[src/rtl/uart_pkg.sv]
// Shared types and helpers for the framed UART transmitter.
// Holds the FSM state enum, the parity-mode codes and the frame-length and parity helpers.
package uart_pkg;

  typedef enum logic [2:0] {
    ST_IDLE,
    ST_START,
    ST_DATA,
    ST_PARITY,
    ST_STOP
  } tx_state_e;

  localparam int PAR_NONE = 0;
  localparam int PAR_EVEN = 1;
  localparam int PAR_ODD  = 2;

  function automatic int frame_bits(input int data_bits, input int parity_mode,
                                    input int stop_bits);
    return 1 + data_bits + ((parity_mode != PAR_NONE) ? 1 : 0) + stop_bits;
  endfunction

  // Zero-extension to 9 bits leaves the XOR reduction unchanged.
  function automatic logic parity_of(input logic [8:0] word, input int parity_mode);
    return (parity_mode == PAR_ODD) ? ~^word : ^word;
  endfunction

endpackage

[src/rtl/uart_tx_fifo.sv]
// Word FIFO in front of the UART serialiser.
// full/empty/count come from the registered count only, so a same-cycle pop never bypasses.
module uart_tx_fifo #(
  parameter int WIDTH = 8,
  parameter int DEPTH = 4
) (
  input  logic                     clk,
  input  logic                     rst,
  input  logic                     push,
  input  logic                     pop,
  input  logic [WIDTH-1:0]         wr_data,
  output logic [WIDTH-1:0]         rd_data,
  output logic                     full,
  output logic                     empty,
  output logic [$clog2(DEPTH):0]   count
);

  localparam int AW = $clog2(DEPTH);

  logic [WIDTH-1:0] mem [DEPTH];
  logic [AW-1:0]    wr_ptr;
  logic [AW-1:0]    rd_ptr;
  logic             do_push;
  logic             do_pop;

  assign full    = (count == (AW+1)'(DEPTH));
  assign empty   = (count == '0);
  assign do_push = push && !full;
  assign do_pop  = pop && !empty;
  assign rd_data = mem[rd_ptr];

  always_ff @(posedge clk) begin
    if (rst) begin
      wr_ptr <= '0;
      rd_ptr <= '0;
      count  <= '0;
    end else begin
      if (do_push) wr_ptr <= wr_ptr + 1'b1;
      if (do_pop)  rd_ptr <= rd_ptr + 1'b1;
      case ({do_push, do_pop})
        2'b10:   count <= count + 1'b1;
        2'b01:   count <= count - 1'b1;
        default: count <= count;
      endcase
    end
  end

  always_ff @(posedge clk) begin
    if (!rst && do_push) mem[wr_ptr] <= wr_data;
  end

endmodule

[src/rtl/uart_tx_framed.sv]
// Parametrised UART transmitter: FIFO-buffered words sent as start/data/parity/stop frames.
// Frames are chained without an idle gap whenever another word is already queued.
module uart_tx_framed
  import uart_pkg::*;
#(
  parameter int DATA_BITS    = 8,
  parameter int PARITY_MODE  = 1,
  parameter int STOP_BITS    = 1,
  parameter int CLKS_PER_BIT = 4,
  parameter int FIFO_DEPTH   = 4
) (
  input  logic                 clk,
  input  logic                 rst,
  input  logic [DATA_BITS-1:0] in_data,
  input  logic                 in_valid,
  output logic                 in_ready,
  output logic                 tx,
  output logic                 busy,
  output logic                 frame_done
);

  localparam int CNT_W      = (CLKS_PER_BIT > 1) ? $clog2(CLKS_PER_BIT) : 1;
  localparam int FRAME_BITS = frame_bits(DATA_BITS, PARITY_MODE, STOP_BITS);
  localparam logic [CNT_W-1:0] LAST_CNT  = CNT_W'(CLKS_PER_BIT - 1);
  localparam logic [3:0]       LAST_DATA = 4'(DATA_BITS - 1);
  localparam logic [3:0]       LAST_STOP = 4'(STOP_BITS - 1);

  if (DATA_BITS < 5 || DATA_BITS > 9) begin : g_bad_data_bits
    $error("uart_tx_framed: DATA_BITS must be 5..9");
  end
  if (PARITY_MODE != PAR_NONE && PARITY_MODE != PAR_EVEN && PARITY_MODE != PAR_ODD) begin : g_bad_parity
    $error("uart_tx_framed: PARITY_MODE must be 0, 1 or 2");
  end
  if (STOP_BITS != 1 && STOP_BITS != 2) begin : g_bad_stop_bits
    $error("uart_tx_framed: STOP_BITS must be 1 or 2");
  end
  if (CLKS_PER_BIT < 1) begin : g_bad_clks_per_bit
    $error("uart_tx_framed: CLKS_PER_BIT must be at least 1");
  end
  if (FIFO_DEPTH < 2 || (FIFO_DEPTH & (FIFO_DEPTH - 1)) != 0) begin : g_bad_fifo_depth
    $error("uart_tx_framed: FIFO_DEPTH must be a power of two, at least 2");
  end
  if (FRAME_BITS < 7 || FRAME_BITS > 13) begin : g_bad_frame
    $error("uart_tx_framed: frame length out of range");
  end

  tx_state_e                  state, state_n;
  logic [CNT_W-1:0]           cnt, cnt_n;
  logic [3:0]                 bit_idx, bit_idx_n;
  logic [DATA_BITS-1:0]       shreg, shreg_n;
  logic                       par_bit, par_bit_n;
  logic                       tx_n;
  logic                       frame_done_n;
  logic                       boundary;
  logic                       load;
  logic                       fifo_pop;
  logic                       fifo_full;
  logic                       fifo_empty;
  logic [DATA_BITS-1:0]       fifo_rd_data;
  logic [$clog2(FIFO_DEPTH):0] fifo_count;

  uart_tx_fifo #(
    .WIDTH (DATA_BITS),
    .DEPTH (FIFO_DEPTH)
  ) u_fifo (
    .clk     (clk),
    .rst     (rst),
    .push    (in_valid && in_ready),
    .pop     (fifo_pop),
    .wr_data (in_data),
    .rd_data (fifo_rd_data),
    .full    (fifo_full),
    .empty   (fifo_empty),
    .count   (fifo_count)
  );

  assign in_ready = !fifo_full;
  assign busy     = (state != ST_IDLE) || (fifo_count != '0);
  assign boundary = (cnt == LAST_CNT);

  always_comb begin
    state_n   = state;
    cnt_n     = boundary ? '0 : cnt + 1'b1;
    bit_idx_n = bit_idx;
    shreg_n   = shreg;
    par_bit_n = par_bit;
    tx_n      = tx;
    load      = 1'b0;
    fifo_pop  = 1'b0;

    case (state)
      ST_IDLE: begin
        cnt_n = '0;
        if (!fifo_empty) load = 1'b1;
      end
      ST_START: begin
        if (boundary) begin
          state_n   = ST_DATA;
          tx_n      = shreg[0];
          bit_idx_n = '0;
        end
      end
      ST_DATA: begin
        if (boundary) begin
          shreg_n = shreg >> 1;
          if (bit_idx == LAST_DATA) begin
            bit_idx_n = '0;
            if (PARITY_MODE != PAR_NONE) begin
              state_n = ST_PARITY;
              tx_n    = par_bit;
            end else begin
              state_n = ST_STOP;
              tx_n    = 1'b1;
            end
          end else begin
            bit_idx_n = bit_idx + 1'b1;
            tx_n      = shreg[1];
          end
        end
      end
      ST_PARITY: begin
        if (boundary) begin
          state_n   = ST_STOP;
          tx_n      = 1'b1;
          bit_idx_n = '0;
        end
      end
      ST_STOP: begin
        if (boundary) begin
          if (bit_idx == LAST_STOP) begin
            if (!fifo_empty) begin
              load = 1'b1;
            end else begin
              state_n = ST_IDLE;
              tx_n    = 1'b1;
            end
          end else begin
            bit_idx_n = bit_idx + 1'b1;
          end
        end
      end
      default: begin
        state_n = ST_IDLE;
        tx_n    = 1'b1;
      end
    endcase

    // Shared pop-and-start path for both the idle case and back-to-back chaining.
    if (load) begin
      fifo_pop  = 1'b1;
      shreg_n   = fifo_rd_data;
      par_bit_n = parity_of(9'(fifo_rd_data), PARITY_MODE);
      tx_n      = 1'b0;
      bit_idx_n = '0;
      cnt_n     = '0;
      state_n   = ST_START;
    end

    frame_done_n = (state_n == ST_STOP) && (bit_idx_n == LAST_STOP) && (cnt_n == LAST_CNT);
  end

  always_ff @(posedge clk) begin
    if (rst) begin
      state      <= ST_IDLE;
      cnt        <= '0;
      bit_idx    <= '0;
      shreg      <= '0;
      par_bit    <= 1'b0;
      tx         <= 1'b1;
      frame_done <= 1'b0;
    end else begin
      state      <= state_n;
      cnt        <= cnt_n;
      bit_idx    <= bit_idx_n;
      shreg      <= shreg_n;
      par_bit    <= par_bit_n;
      tx         <= tx_n;
      frame_done <= frame_done_n;
    end
  end

endmodule

[config.mk]
export PLATFORM = sky130hd
export DESIGN_NAME = uart_tx_framed
export DESIGN_NICKNAME = d
export VERILOG_FILES = /design/src/rtl/uart_pkg.sv /design/src/rtl/uart_tx_fifo.sv /design/src/rtl/uart_tx_framed.sv
export SDC_FILE = /design/constraint.sdc
export NUM_CORES = 1
export LEC_CHECK = 0
export CORE_UTILIZATION = 55
export DETAILED_ROUTE_END_ITERATION = 8
export HOLD_SLACK_MARGIN = 0.02
export PLACE_DENSITY = 0.78
export SYNTH_ARGS = -nofsm -noshare
export SYNTH_HDL_FRONTEND = slang
export SYNTH_HIERARCHICAL = 1
export SYNTH_SLANG_ARGS = --single-unit
[constraint.sdc]
create_clock -name clk -period 3.25 [get_ports clk]
set_clock_uncertainty 0.1 [all_clocks]
set_input_delay 0.975 -clock clk [delete_from_list [all_inputs] [get_ports clk]]
set_output_delay 0.975 -clock clk [all_outputs]
set_load 0.01 [all_outputs]
# Word level (Yosys, flattened, before mapping)

Memory sizes are Yosys's and may differ from the RTL's. A register that Yosys moved wholly into a read port is not among the register bits.
Cells that the tools add are included.

Register bits after elaboration: 27
Bits in writable memories: 32
Input bits: 11
Output and inout bits: 4
Memories: 1

Memory list:

| name       | words | bits a word | read ports | clocked after Yosys merged registers in | wr ports | line               | source |
|---|---|---|---|---|---|---|---|
| u_fifo.mem | 4     | 8           | 1          | 1                                       | 1        | uart_tx_fifo.sv:20 | `logic [WIDTH-1:0] mem [DEPTH];` |

$add $sub $neg: 6
Eq/ne operators: 18
Muxes and demuxes: 41
Reduce and logical (&&, ||, !) cells: 23

Operators with widths:

| operator            | count |
|---|---|
| $mux 3              | 8 |
| $mux 4              | 6 |
| $mux 8              | 3 |
| $ne 3x3->1 const B  | 6 |
| $pmux 3 s5          | 1 |
| $mux 1              | 14 |
| $pmux 4 s3          | 1 |
| $mux 2              | 5 |
| $eq 3x3->1 const B  | 3 |
| $reduce_xor 9->1    | 1 |
| $logic_not 4->1     | 2 |
| $reduce_and 7->1    | 1 |
| $add 2x1->2 const B | 3 |
| $eq 2x2->1 const B  | 3 |
| $eq 3x2->1 const B  | 2 |
| $logic_and 1x1->1   | 6 |
| $logic_not 3->1     | 2 |
| $pmux 3 s2          | 1 |
| $reduce_bool 2->1   | 3 |
| $reduce_bool 3->1   | 2 |
| $pmux 1 s5          | 1 |
| $add 4x1->4 const B | 1 |
| $eq 4x3->1 const B  | 1 |
| $add 3x1->3 const B | 1 |
| other kinds (9)     | 11 |

# Depth between registers and ports, before layout

Gate-level depths: netlist of the first run.

Depth in word-level cells: 9
Depth in mapped cells: 13

# Hierarchy

The synthesis of the first run kept the hierarchy.

By module, submodules not included:

| module         | times used | cells each | area each (um^2) | sequential area each (um^2) |
|---|---|---|---|---|
| uart_tx_fifo   | 1          | 96         | 1,640.3          | 1,141.1 |
| uart_tx_framed | 1          | 138        | 1,198.6          | 400.4 |

# Least setup slack after synthesis of the first run

Ideal clock, no wire load.

Kind: reg2reg
From: register cnt[0]
To: register u_fifo.count[2]
Data arrival time: 2.639 ns
Path slack: 0.440 ns
Cell stages (with the launch flop): 14
Buffers on the path: 2
Period minus slack after synthesis: 2.810 ns
Path through: dfxtp_1 -> ha_1 -> buf_4 -> nand4bb_4 -> a211oi_4 -> buf_6 -> o31ai_1 -> inv_1 -> ha_1 -> inv_1 -> fa_1 -> xor2_1 -> or3_1 -> a21oi_1

Longest elaborated chain between the ends: 7
Elaborated cells on any way between the ends: 9

RTL lines:

| item                                            | line                  | source |
|---|---|---|
| start, declared                                 | uart_tx_framed.sv:48  | `logic [CNT_W-1:0] cnt, cnt_n;` |
| start signal, assigned                          | uart_tx_framed.sv:173 | `cnt <= cnt_n;` |
| $eq 2x2->1 (*)                                  | uart_tx_framed.sv:79  | `assign boundary = (cnt == LAST_CNT);` |
| $mux 1 (*)                                      | uart_tx_framed.sv:129 | `if (boundary) begin` |
| $pmux 1 s2 (*)                                  | uart_tx_framed.sv:91  | `case (state)` |
| $mux 1 (*)                                      | uart_tx_framed.sv:149 | `if (load) begin` |
| via fifo_pop                                    | uart_tx_framed.sv:56  | `logic fifo_pop;` |
| $logic_and 1x1->1 (*)                           | uart_tx_fifo.sv:29    | `assign do_pop = pop && !empty;` |
| via u_fifo.do_pop                               | uart_tx_fifo.sv:24    | `logic do_pop;` |
| $eq 2x1->1 or $eq 2x2->1 (tied branches)        | uart_tx_fifo.sv:40    | `case ({do_push, do_pop})` |
| $pmux 3 s2 or $reduce_bool 2->1 (tied branches) | -                     |  |
| end signal, assigned                            | uart_tx_fifo.sv:41    | `2'b10: count <= count + 1'b1;` |
| end signal, assigned                            | uart_tx_fifo.sv:42    | `2'b01: count <= count - 1'b1;` |
| end signal, assigned                            | uart_tx_fifo.sv:43    | `default: count <= count;` |
| end, declared                                   | uart_tx_fifo.sv:15    | `output logic [$clog2(DEPTH):0] count` |

The timed path passes the listed nets; every way through them passes the cells marked *.
A chain may end at the register's enable or synchronous reset.

# Final worst setup path of the first run

From: register state[0]
To: output port busy

Longest elaborated chain between the ends: 2

RTL lines:

| item                   | line                  | source |
|---|---|---|
| start, declared        | uart_tx_framed.sv:47  | `tx_state_e state, state_n;` |
| start signal, assigned | uart_tx_framed.sv:172 | `state <= state_n;` |
| $reduce_bool 3->1      | uart_tx_framed.sv:78  | `assign busy = (state != ST_IDLE) \|\| (fifo_count != '0);` |
| $logic_or 1x1->1       | uart_tx_framed.sv:78  |  |
| end, declared          | uart_tx_framed.sv:18  | `output logic busy,` |

No other way between the ends.

==> results.txt, run 1 <==
The filler cells instantiated in the layout total 365. The clock sink count came out at 61. The share of the synthesized area in the top cell type came out at 0.338. The floorplan core area is 4850 µm². Relative to the synthesized area, the layout overhead comes to 14.5%. Setup repair after global routing left no endpoint under its margin. The total count of hold-check failures in the final report is 0.

The mean number of vias per cell came out at 5.79. The final layout contains routed wiring with a total length of 5490 µm. The repair_antennas step left the layout with diodes totalling 0.

The register area came out at 1540 µm². The die area came out at 5450 µm². The proportion of synthesized flip-flops having asynchronous set or reset came out at 0. The nature of the critical path startpoint is a register. The remaining routing DRC violations came out at 0. The maximum vdd ir drop is 0.411 mV. Dividing the final minimum period by the clock period gives 0.967. The number of synthesized register bits is 61. The first detailed-routing pass ran for 5 iterations. The floorplan die width came out at 73.8 µm. In this run, post-CTS repair resized a total of 0 instances. Yosys instantiated no cell more often than edfxtp_1. The count of pins over their slew limit came to 0. The commonest cells after synthesis are edfxtp_1, dfxtp_1, nor2_1. The number of hold-repair buffers added at the cts stage came out at 0. TritonCTS created 9 clock buffers. The clock transition time at the flip-flop clock pins of the worst setup and hold paths is 0.07 ns. The sequential fraction of the synthesis area came out at 0.543.

The largest net degree at the start of global routing came out at 22. The global-route total usage across every layer came out at 0.225. The total placed cells including tap cells came out at 314.

The flow ran to the end, and the final reports show no timing, DRC or antenna violations. The half-perimeter wire length of the detailed placement result came out at 3560 µm. The combined area of all synthesized cells is 2840 µm². The count of flip-flops with a built-in enable after synthesis is 32. During I/O placement, the number of pins put on the boundary was 15. The critical path data arrival time came out at 2.07 ns.

Setup total negative slack on the finished layout was measured at 0 ns. The overall via count from detail_route came out at 1911. The synthesized netlist net count is 254. The final non-filler cell total is 330. The power density relative to cell area came out at 732 nW/µm². The maximum clock frequency came out at 0.318 GHz. The number of global-route vias before repair came to 1740. The biggest area contributor in the post-synthesis netlist is edfxtp_1. The data required time of the critical path came out at 2.17 ns.

The global placement routability congestion came out at 0.839. TritonCTS built the clock tree. The time the worst path needs with I/O delays and setup came out at 3.14 ns.

The initial utilization of the core area, before any placement, comes to 0.586. In this run the core area contains 25 standard-cell rows. The clock passes through at most 2 buffers. The number of instances in the synthesized netlist is 234. In this run the worst path has a maximum fanout of 9. The fraction of layout cells with a size suffix above 1 came out at 0.160. The total of max-cap violations came out at 0. The number of distinct library cells after synthesis came out at 54. The slew of the pin with the lowest slew margin came out at 0.540 ns. The detailed router finished its first iteration with 302 violations. STA classifies the critical path endpoint as an output pin.

The number of buffers inserted by port buffering came out at 14. CTS placed an instance of clkbuf_8 at the clock tree root. The wire length of the first global-routing pass is 8610 µm. The area of combinational cells with multiple inputs came out at 1170 µm². The yosys synthesis warning count came out at 6. The path class of the tightest hold or removal check is register to register.

The H-tree was split into 3 levels. The setup fix buffers added after clock tree synthesis is 0. Ranked by total cell area, the synthesized netlist is headed by edfxtp_1, dfxtp_1, mux4_2, ha_1, nor2_1.

The worst relative slew slack is 0.640. The number of routed nets with antenna violations came out at 0. The total grt overflow is 0.

The number of antenna violations at the first check in global routing is 0. The routed wirelength normalized by instance count came out at 16.6 µm. For this run, the leading register cell type out of synthesis is edfxtp_1. The number of endpoints failing setup at the final stage is 0. The critical path is of the register to output pin type. The mean post-synth cell area came out at 12.1 µm². The leakage power total is 1.14 nW. The clock reaches the later pin of the worst-skew pair after 0.34 ns. The number of nets in the layout came out at 278.

The height of the chip is 73.8 µm.
==> state kept, by name, summed over array words and instances, names as in the netlist, named ones only <==
name,cells
bit_idx,4
cnt,2
frame_done,1
par_bit,1
shreg,8
state,3
tx,1
u_fifo/count,3
u_fifo/mem,32
u_fifo/rd_ptr,2
u_fifo/wr_ptr,2
==> critical path: stages (launching register included) <==
cell	delay, ns
dfxtp_1	0.39
or3_1	0.43
or4_1	0.42
clkdlybuf4s50_1	0.49
==> placed cells by master, fill, tap and decap left out, drive strengths merged, types with 8 or more instances in the layout <==
cell / instances
mux4: 8
a21oi: 12
nor2: 18
edfxtp: 32
inv: 16
ha: 8
clkdlybuf4s50: 14
clkbuf: 9
nand3: 9
buf: 12
dfxtp: 29
==> final timing paths <==
kind / startpoint / endpoint / slack [ns] / depth (start not counted)
worst max-delay path: state[0] / busy / 0.11 / 3
worst min-delay path: cnt[0] / cnt[0] / 0.37 / 1
worst max register to register: bit_idx[0] / u_fifo/count[2] / 0.48 / 12
worst min register to register: cnt[0] / cnt[0] / 0.37 / 1
==> cell type report <==
type,instances,share of cell area
inverters,14,0.0162
flip-flops and latches,61,0.474
clock inverters,7,0.0150
repair buffers,26,0.0708
multi-input cells,146,0.360
clock buffers,9,0.0381
well taps,67,0.0258
==> report_power, final <==
part	switching [W]	internal (W)	total [W]
clock	0.000313	0.000278	0.000592
sequential	0.0000982	0.000925	0.00102
combinational	0.000400	0.000366	0.000765
total	0.000811	0.00157	0.00238
==> cell families (layout without fill, tap and decap cells) <==
family / count (synthesis) / after routing / share of synthesized area
adder cells (fa/ha/maj): 9 / 9 / 0.0423
flip-flops: 61 / 61 / 0.543
XOR/XNOR: 12 / 12 / 0.0370
buffers and inverters: 27 / 56 / 0.0450
AND/OR/NAND/NOR: 76 / 76 / 0.161
AO/OA/AOI/OAI: 38 / 38 / 0.0974
multiplexers: 11 / 11 / 0.0740
==> metrics by stage <==
stage,utilization,hold WS (ns),area [µm²],total power (W),setup WS (ns)
2_1_floorplan,-,0.332,2840,0.00160,0.440
3_3_place_gp,0.635,0.361,3080,0.00178,0.304
3_5_place_dp,0.635,0.365,3080,0.00180,0.241
4_1_cts,0.670,0.375,3250,0.00239,0.0961
5_1_grt,0.670,0.387,3250,0.00251,0.0389
6_report,0.670,0.373,3250,0.00238,0.108
==> routing by layer <==
| layer | track usage | vias up | wire length, µm |
|---|---|---|---|
| met5 | 0 | - | 0 |
| met2 | 0.327 | 57 | 2580 |
| met1 | 0.304 | 917 | 2510 |
| met3 | 0.0549 | 12 | 269 |
| li1 | - | 925 | - |
| met4 | 0.135 | 0 | 131 |
Power figures use the tool's default switching activity.
==> run 2, diff against run 1 <==
--- a/config.mk
+++ b/config.mk
@@ -5,10 +5,10 @@
 export SDC_FILE = /design/constraint.sdc
 export NUM_CORES = 1
 export LEC_CHECK = 0
-export CORE_UTILIZATION = 55
+export CORE_UTILIZATION = 48
 export DETAILED_ROUTE_END_ITERATION = 8
 export HOLD_SLACK_MARGIN = 0.02
-export PLACE_DENSITY = 0.78
+export PLACE_DENSITY = 0.7
 export SYNTH_ARGS = -nofsm -noshare
 export SYNTH_HDL_FRONTEND = slang
 export SYNTH_HIERARCHICAL = 1
==> results.txt, run 2 (same netlist as run 1, synthesis figures left out) <==
The flow ran to the end, and the final reports show no timing, DRC or antenna violations. The maximum vdd ir drop is 0.506 mV (+23%). The remaining routing DRC violations came out at 0 (unchanged). The worst setup path is launched from a register. The depth of the CTS H-tree came out at 3 (unchanged). The clock tree root driver cell is clkbuf_8. The power share of the clock group is 0.268 (+0.019).

The net switching share of the total power came out at 0.346 (+0.00531). The maximum clock frequency came out at 0.317 GHz (-0.31%). The final hold slack is 0.362 ns (-0.0106 ns). The number of endpoints failing setup at the final stage came to 0 (unchanged). The internal portion of total power is 0.00159 W (+1.3%). From synthesis to final layout, the design area changed by 15.3%.

The class of the worst hold path is register to register. Setup repair after global routing left no endpoint under its margin. The detailed-route wire length is 5210 µm (-5.1%). The number of core rows was 27 (+8.0%). The half-perimeter wire length of the detailed placement result came out at 3560 µm (about the same).

Counting flops per register, the top entry is u_fifo/mem. The flip-flop count of the largest register after layout is 32 (unchanged). The height of the chip is 78.9 µm (+6.9%). The TritonCTS clock tree is yes.

The worst min-delay path endpoint is cnt[0]. The iteration count of the initial detailed-routing pass came out at 4 (-1). The number of buffers inserted by port buffering came out at 14 (unchanged).

The routed wirelength normalized by instance count came out at 15.6 µm (-6.5%). In the layout the commonest cells are edfxtp_1, dfxtp_1, nor2_1. The initial cell density of the core was 0.506 (-0.0793). The total power came out at 0.00243 W (+2.1%). The floorplan die width is 78.9 µm (+6.9%). The worst setup path is captured at an output pin. The wire length of the first global-routing pass came out at 8800 µm (+2.2%). The die area came to 6230 µm² (+14%). The library cell used most frequently in the layout, excluding fill and tap cells, is edfxtp_1. The fraction of layout cells with a size suffix above 1 came out at 0.160 (unchanged). The power spent charging and discharging nets came out at 0.000841 W (+3.7%). The mean number of vias per cell is 5.64 (-2.7%). The start-to-end type of the worst setup path is register to output pin. The slew of the pin with the lowest slew margin came out at 0.516 ns (-0.0241 ns). The initial DRC count is 104 (-66%). The final-layout setup total negative slack is 0 ns (unchanged).

The portion of the clock cycle consumed by the worst path in the final layout is 0.970 (+0.00299). The worst reg2reg path endpoint is u_fifo/count[2]. The total of max-cap violations is 0 (unchanged). The number of top-level design ports came to 15 (unchanged).

The count of pins over their slew limit came out at 0 (unchanged). The TritonCTS buffer count is 9 (unchanged). The number of hold-repair buffers added at the cts stage is 0 (unchanged). The global placement routability congestion came out at 0.782 (-6.8%). The largest driver fanout on the critical path is 9 (unchanged). The number of nets in the layout is 278 (unchanged). The data required time of the critical path came out at 2.17 ns (about the same). The number of cells traversed by the worst hold path came out at 1 (unchanged). The total count of hold-check failures in the final report came out at 0 (unchanged). The overall via count from detail_route is 1888 (-1.2%). The setup fix buffers added after clock tree synthesis came out at 0 (unchanged). The register-to-register setup slack is 0.44 ns (-0.04 ns).

The fraction of power consumed by combinational cells is 0.312 (-0.010). The startpoint identified for the worst hold timing path is cnt[0]. The largest net degree at the start of global routing came to 22 (unchanged). The floorplan core area came to 5610 µm² (+16%). The clock network latency to the later pin of the worst-skew pair came out at 0.35 ns (about the same).

The critical path data arrival time is 2.08 ns (about the same). The total grt overflow is 0 (unchanged). The clock transition time at the flip-flop clock pins of the worst setup and hold paths came out at 0.08 ns (about the same). The worst relative slew slack was 0.656 (+0.0161). The number of antenna violations at the first check in global routing came out at 0 (unchanged).

In the final layout, the registers with the most flip-flops are u_fifo/mem x32, shreg x8, bit_idx x4. The startpoint identified for the worst register-to-register timing path is bit_idx[0]. The power density relative to cell area came out at 742 nW/µm² (+1.4%). The time the worst path needs with I/O delays and setup was 3.15 ns (+0.00973 ns). The maximum buffer depth of the clock tree came to 2 (unchanged). The leakage power total is 1.15 nW (+0.47%).

The global-route total usage across every layer came to 0.190 (-0.0348). The post-CTS resize count is 0 (unchanged). The register share of total power is 0.420 (-0.010). The clock sink count was 61 (unchanged). The number of global-route vias before repair came out at 1895 (+8.9%). The cell depth of the worst flop-to-flop path came out at 12 (unchanged). The number of routed nets with antenna violations is 0 (unchanged). The number of inserted diodes came out at 0 (unchanged).
run 2: final cells by class:
| type | count | area, µm² |
|---|---|---|
| clock buffer | 9 | 124 |
| clock inverter | 7 | 65.1 |
| timing repair buffer | 26 | 230 |
| fill | 480 | 2330 |
| sequential | 61 | 1540 |
| multi-input combinational | 146 | 1170 |
| tap | 72 | 90.1 |
| inverter | 14 | 52.6 |
run 2: per-layer routing:
layer / track usage / vias up / part of all wire
met1: 0.238 / 913 / 0.45
met4: 0.0545 / 0 / 0.011
met5: 0 / - / 0
met2: 0.306 / 44 / 0.49
met3: 0.0724 / 5 / 0.050
li1: - / 926 / -
run 2: critical path, cell delays in order (launching register included):
cell             delay (ns)
dfxtp_1                0.39
or3_1                  0.42
or4_1                  0.43
clkdlybuf4s50_1        0.49
run 2: power by group through the flow:
stage / sequential, W / clock, W / combinational, W
2_1_floorplan: 0.000993 / 0 / 0.000607
3_3_place_gp: 0.00104 / 0 / 0.000746
3_5_place_dp: 0.00104 / 0 / 0.000756
4_1_cts: 0.00102 / 0.000665 / 0.000761
5_1_grt: 0.00104 / 0.000702 / 0.000835
6_report: 0.00102 / 0.000650 / 0.000759
run 2: how the worst max path moves through the flow:
stage | startpoint | end
floorplan | cnt[0] | u_fifo/count[2]
global placement | in_valid | u_fifo/count[2]
detailed placement | in_valid | u_fifo/count[2]
CTS | state[0] | busy
global route | state[0] | busy
finish | state[0] | busy
run 2: through the flow:
stage               instances  setup WS, ns  utilization  instance area, µm²
finish                    335        0.0986        0.584                3270
global route              335        0.0232        0.584                3270
CTS                       335        0.0862        0.584                3270
detailed placement        319         0.246        0.550                3080
global placement          319         0.298        0.550                3080
floorplan                 234         0.440            -                2840
==> RTL edit: new RTL, config.mk and constraints of run 1 <==
Put one more register stage on the output `tx`, with the module's reset. The value now appears one clock later. The other outputs are not delayed to match.
--- a/src/rtl/uart_tx_framed.sv
+++ b/src/rtl/uart_tx_framed.sv
@@ -25,4 +25,6 @@
   localparam logic [3:0]       LAST_DATA = 4'(DATA_BITS - 1);
   localparam logic [3:0]       LAST_STOP = 4'(STOP_BITS - 1);
+
+  logic tx_s0;
 
   if (DATA_BITS < 5 || DATA_BITS > 9) begin : g_bad_data_bits
@@ -85,5 +87,5 @@
     shreg_n   = shreg;
     par_bit_n = par_bit;
-    tx_n      = tx;
+    tx_n      = tx_s0;
     load      = 1'b0;
     fifo_pop  = 1'b0;
@@ -167,5 +169,5 @@
       shreg      <= '0;
       par_bit    <= 1'b0;
-      tx         <= 1'b1;
+      tx_s0      <= 1'b1;
       frame_done <= 1'b0;
     end else begin
@@ -175,6 +177,14 @@
       shreg      <= shreg_n;
       par_bit    <= par_bit_n;
-      tx         <= tx_n;
+      tx_s0      <= tx_n;
       frame_done <= frame_done_n;
+    end
+  end
+
+  always_ff @(posedge clk) begin
+    if (rst) begin
+      tx <= '0;
+    end else begin
+      tx <= tx_s0;
     end
   end
Formal check against the unedited RTL: not equivalent (a bounded check fails within 4 cycles, from zero or initial values and one cycle with rst high).
==> RTL edit against run 1 <==
Clock power rose by 16%; worst setup slack gained 0.057 ns; hold slack worse by 0.0049 ns; sequential cell count up 1; total power up 3.8%; cell area up 2.7%; synthesized area rose by 2.8%; largest power group unchanged; wire length down 6.9%; critical path type unchanged; via count down 0.31%.
==> RTL edit: results (changes against run 1) <==
Status
  – Outcome: finished clean (unchanged)

Synth
  – Synthesized area per cell: 12.0 um2 (was 12.1 um2)
  – Synth cell types: 53 (was 54)
  – Post-Synth XOR/XNOR Area: 3.60% (was 3.70%)
  – Complex-gate fraction of the synthesized area: 11.4% (was 9.74%)
  – Syn nets: 264 (was 254)
  – Synth cell count leaders: edfxtp_1 (32), dfxtp_1 (30), a21oi_1 (16), nor2_1 (15), inv_1 (12) (was edfxtp_1 (32), dfxtp_1 (29), nor2_1 (18), inv_1 (14), a21oi_1 (12))
  – Synth top area cells: edfxtp_1 (33%), dfxtp_1 (21%), mux4_2 (6.2%), ha_1 (3.4%), a21oi_1 (2.7%) (was edfxtp_1 (34%), dfxtp_1 (20%), mux4_2 (6.3%), ha_1 (3.5%), nor2_1 (2.4%))
  – Sequential share of the synthesized area: 53.5% (was 54.3%)
  – Fraction of synthesized area in multiplexers: 7.72% (was 7.40%)
  – Post-Synth Adder-Cell Area: 4.11% (was 4.23%)
  – EDFF count, synth: 32 (unchanged)

Global route
  – Vias in the first global route: 1731 (was 1740)
  – Largest net degree at the start of global routing: 18 (was 22)
  – Global-route wire length before repair: 8070 um (was 8610 um)

Placement
  – Placed instance area: 0.00313 mm2 (was 0.00308 mm2)
  – Detail Placement HPWL: 3490 um (was 3560 um)
  – Placer Congestion: 0.850 (was 0.839)
  – Place WS: 0.236 ns (was 0.241 ns)
  – Placed cells: 325 (was 314)

Drt
  – Via/cell ratio: 5.59 (was 5.79)
  – Per-cell routed wire length: 15.0 um (was 16.6 um)
  – Initial DRC Count: 233 (was 302)

Setup path
  – R2R depth: 13 (was 12)
  – Crit-path max FO: 4 (was 9)
  – Worst EP arrival: 2.01 ns (was 2.07 ns)
  – FF-to-FF setup slack: 0.36 ns (was 0.48 ns)
  – Worst setup startpoint: state[2] (was state[0])

Power
  – Switch Pwr: 0.811 mW (about the same)
  – Sequential share of power: 41.7% (was 43.0%)
  – Peak supply drop: 0.471 mV (was 0.411 mV)
  – Power share of the combinational group: 30.6% (was 32.2%)
  – Leakage Power: 1.16 nW (was 1.14 nW)

Cells and area
  – Non-Filler Instances: 341 (was 330)
  – Diode count: 0 (unchanged)
  – Final-stage net count: 286 (was 278)
  – Share of cells above drive strength 1: 16.2% (was 16.0%)

Clock tree
  – Setup Buffers After CTS: 0 (unchanged)
  – Resized Gates After CTS: 0 (unchanged)

Worst hold path
  – Hold depth: 2 (was 1)
  – Hold worst-path end: shreg[6] (was cnt[0])
  – Hold Path Origin: shreg[6] (was cnt[0])

STA
  – WHS: 0.368 ns (was 0.373 ns)
  – Max-slew headroom: 59.9% (was 64.0%)
  – # setup viols final: 0 (unchanged)
==> RTL edit: changes by cell type in the layout (fill, tap and decap cells not counted), moves of 3 or more <==
cell      change
a21oi_1       +4
a22oi_1       +5
clkinv_2      -3
nand2b_1      +4
nand4_1       -6
a31oi_1       +5
nor2_1        -3
a222oi_1      -6
==> RTL edit: layout make-up <==
| cell class | count | area, um2 |
|---|---|---|
| fill | 395 | 1770 |
| sequential | 62 | 1560 |
| multi-input combinational | 154 | 1200 |
| timing repair buffer | 25 | 223 |
| clock buffer | 9 | 124 |
| tap | 70 | 87.6 |
| clock inverter | 7 | 81.3 |
| inverter | 14 | 57.6 |
==> RTL edit: kinds of logic (layout without fill, tap and decap cells) <==
kind of cell,after synthesis,count (layout)
AO/OA/AOI/OAI,49,49
XOR/XNOR,12,12
adder cells (fa/ha/maj),9,9
buffers and inverters,28,55
flip-flops,62,62
multiplexers,12,12
AND/OR/NAND/NOR,72,72
==> RTL edit: layer usage <==
layer / track usage [%] / vias to the layer above / part of all wire, % / wire (um)
met2: 29.2 / 66 / 46 / 2380
li1: - / 942 / - / -
met1: 27.6 / 892 / 46 / 2350
met3: 7.23 / 5 / 6.9 / 352
met4: 8.18 / 0 / 0.63 / 32
met5: 0 / - / 0 / 0
==> RTL edit: worst max-delay path, cell delays in order, from the launching register on <==
cell and delay (ns):
dfxtp_1 0.33, or3_1 0.45, or4_1 0.42, clkdlybuf4s50_1 0.49
==> RTL edit: how the worst max path moves through the flow <==
stage	end	slack (ns)	depth (start not counted)
2_1_floorplan	u_fifo/count[2]	0.61	13
3_3_place_gp	u_fifo/count[2]	0.29	9
3_5_place_dp	u_fifo/count[2]	0.24	9
4_1_cts	busy	0.14	3
5_1_grt	busy	0.09	3
6_report	busy	0.17	3
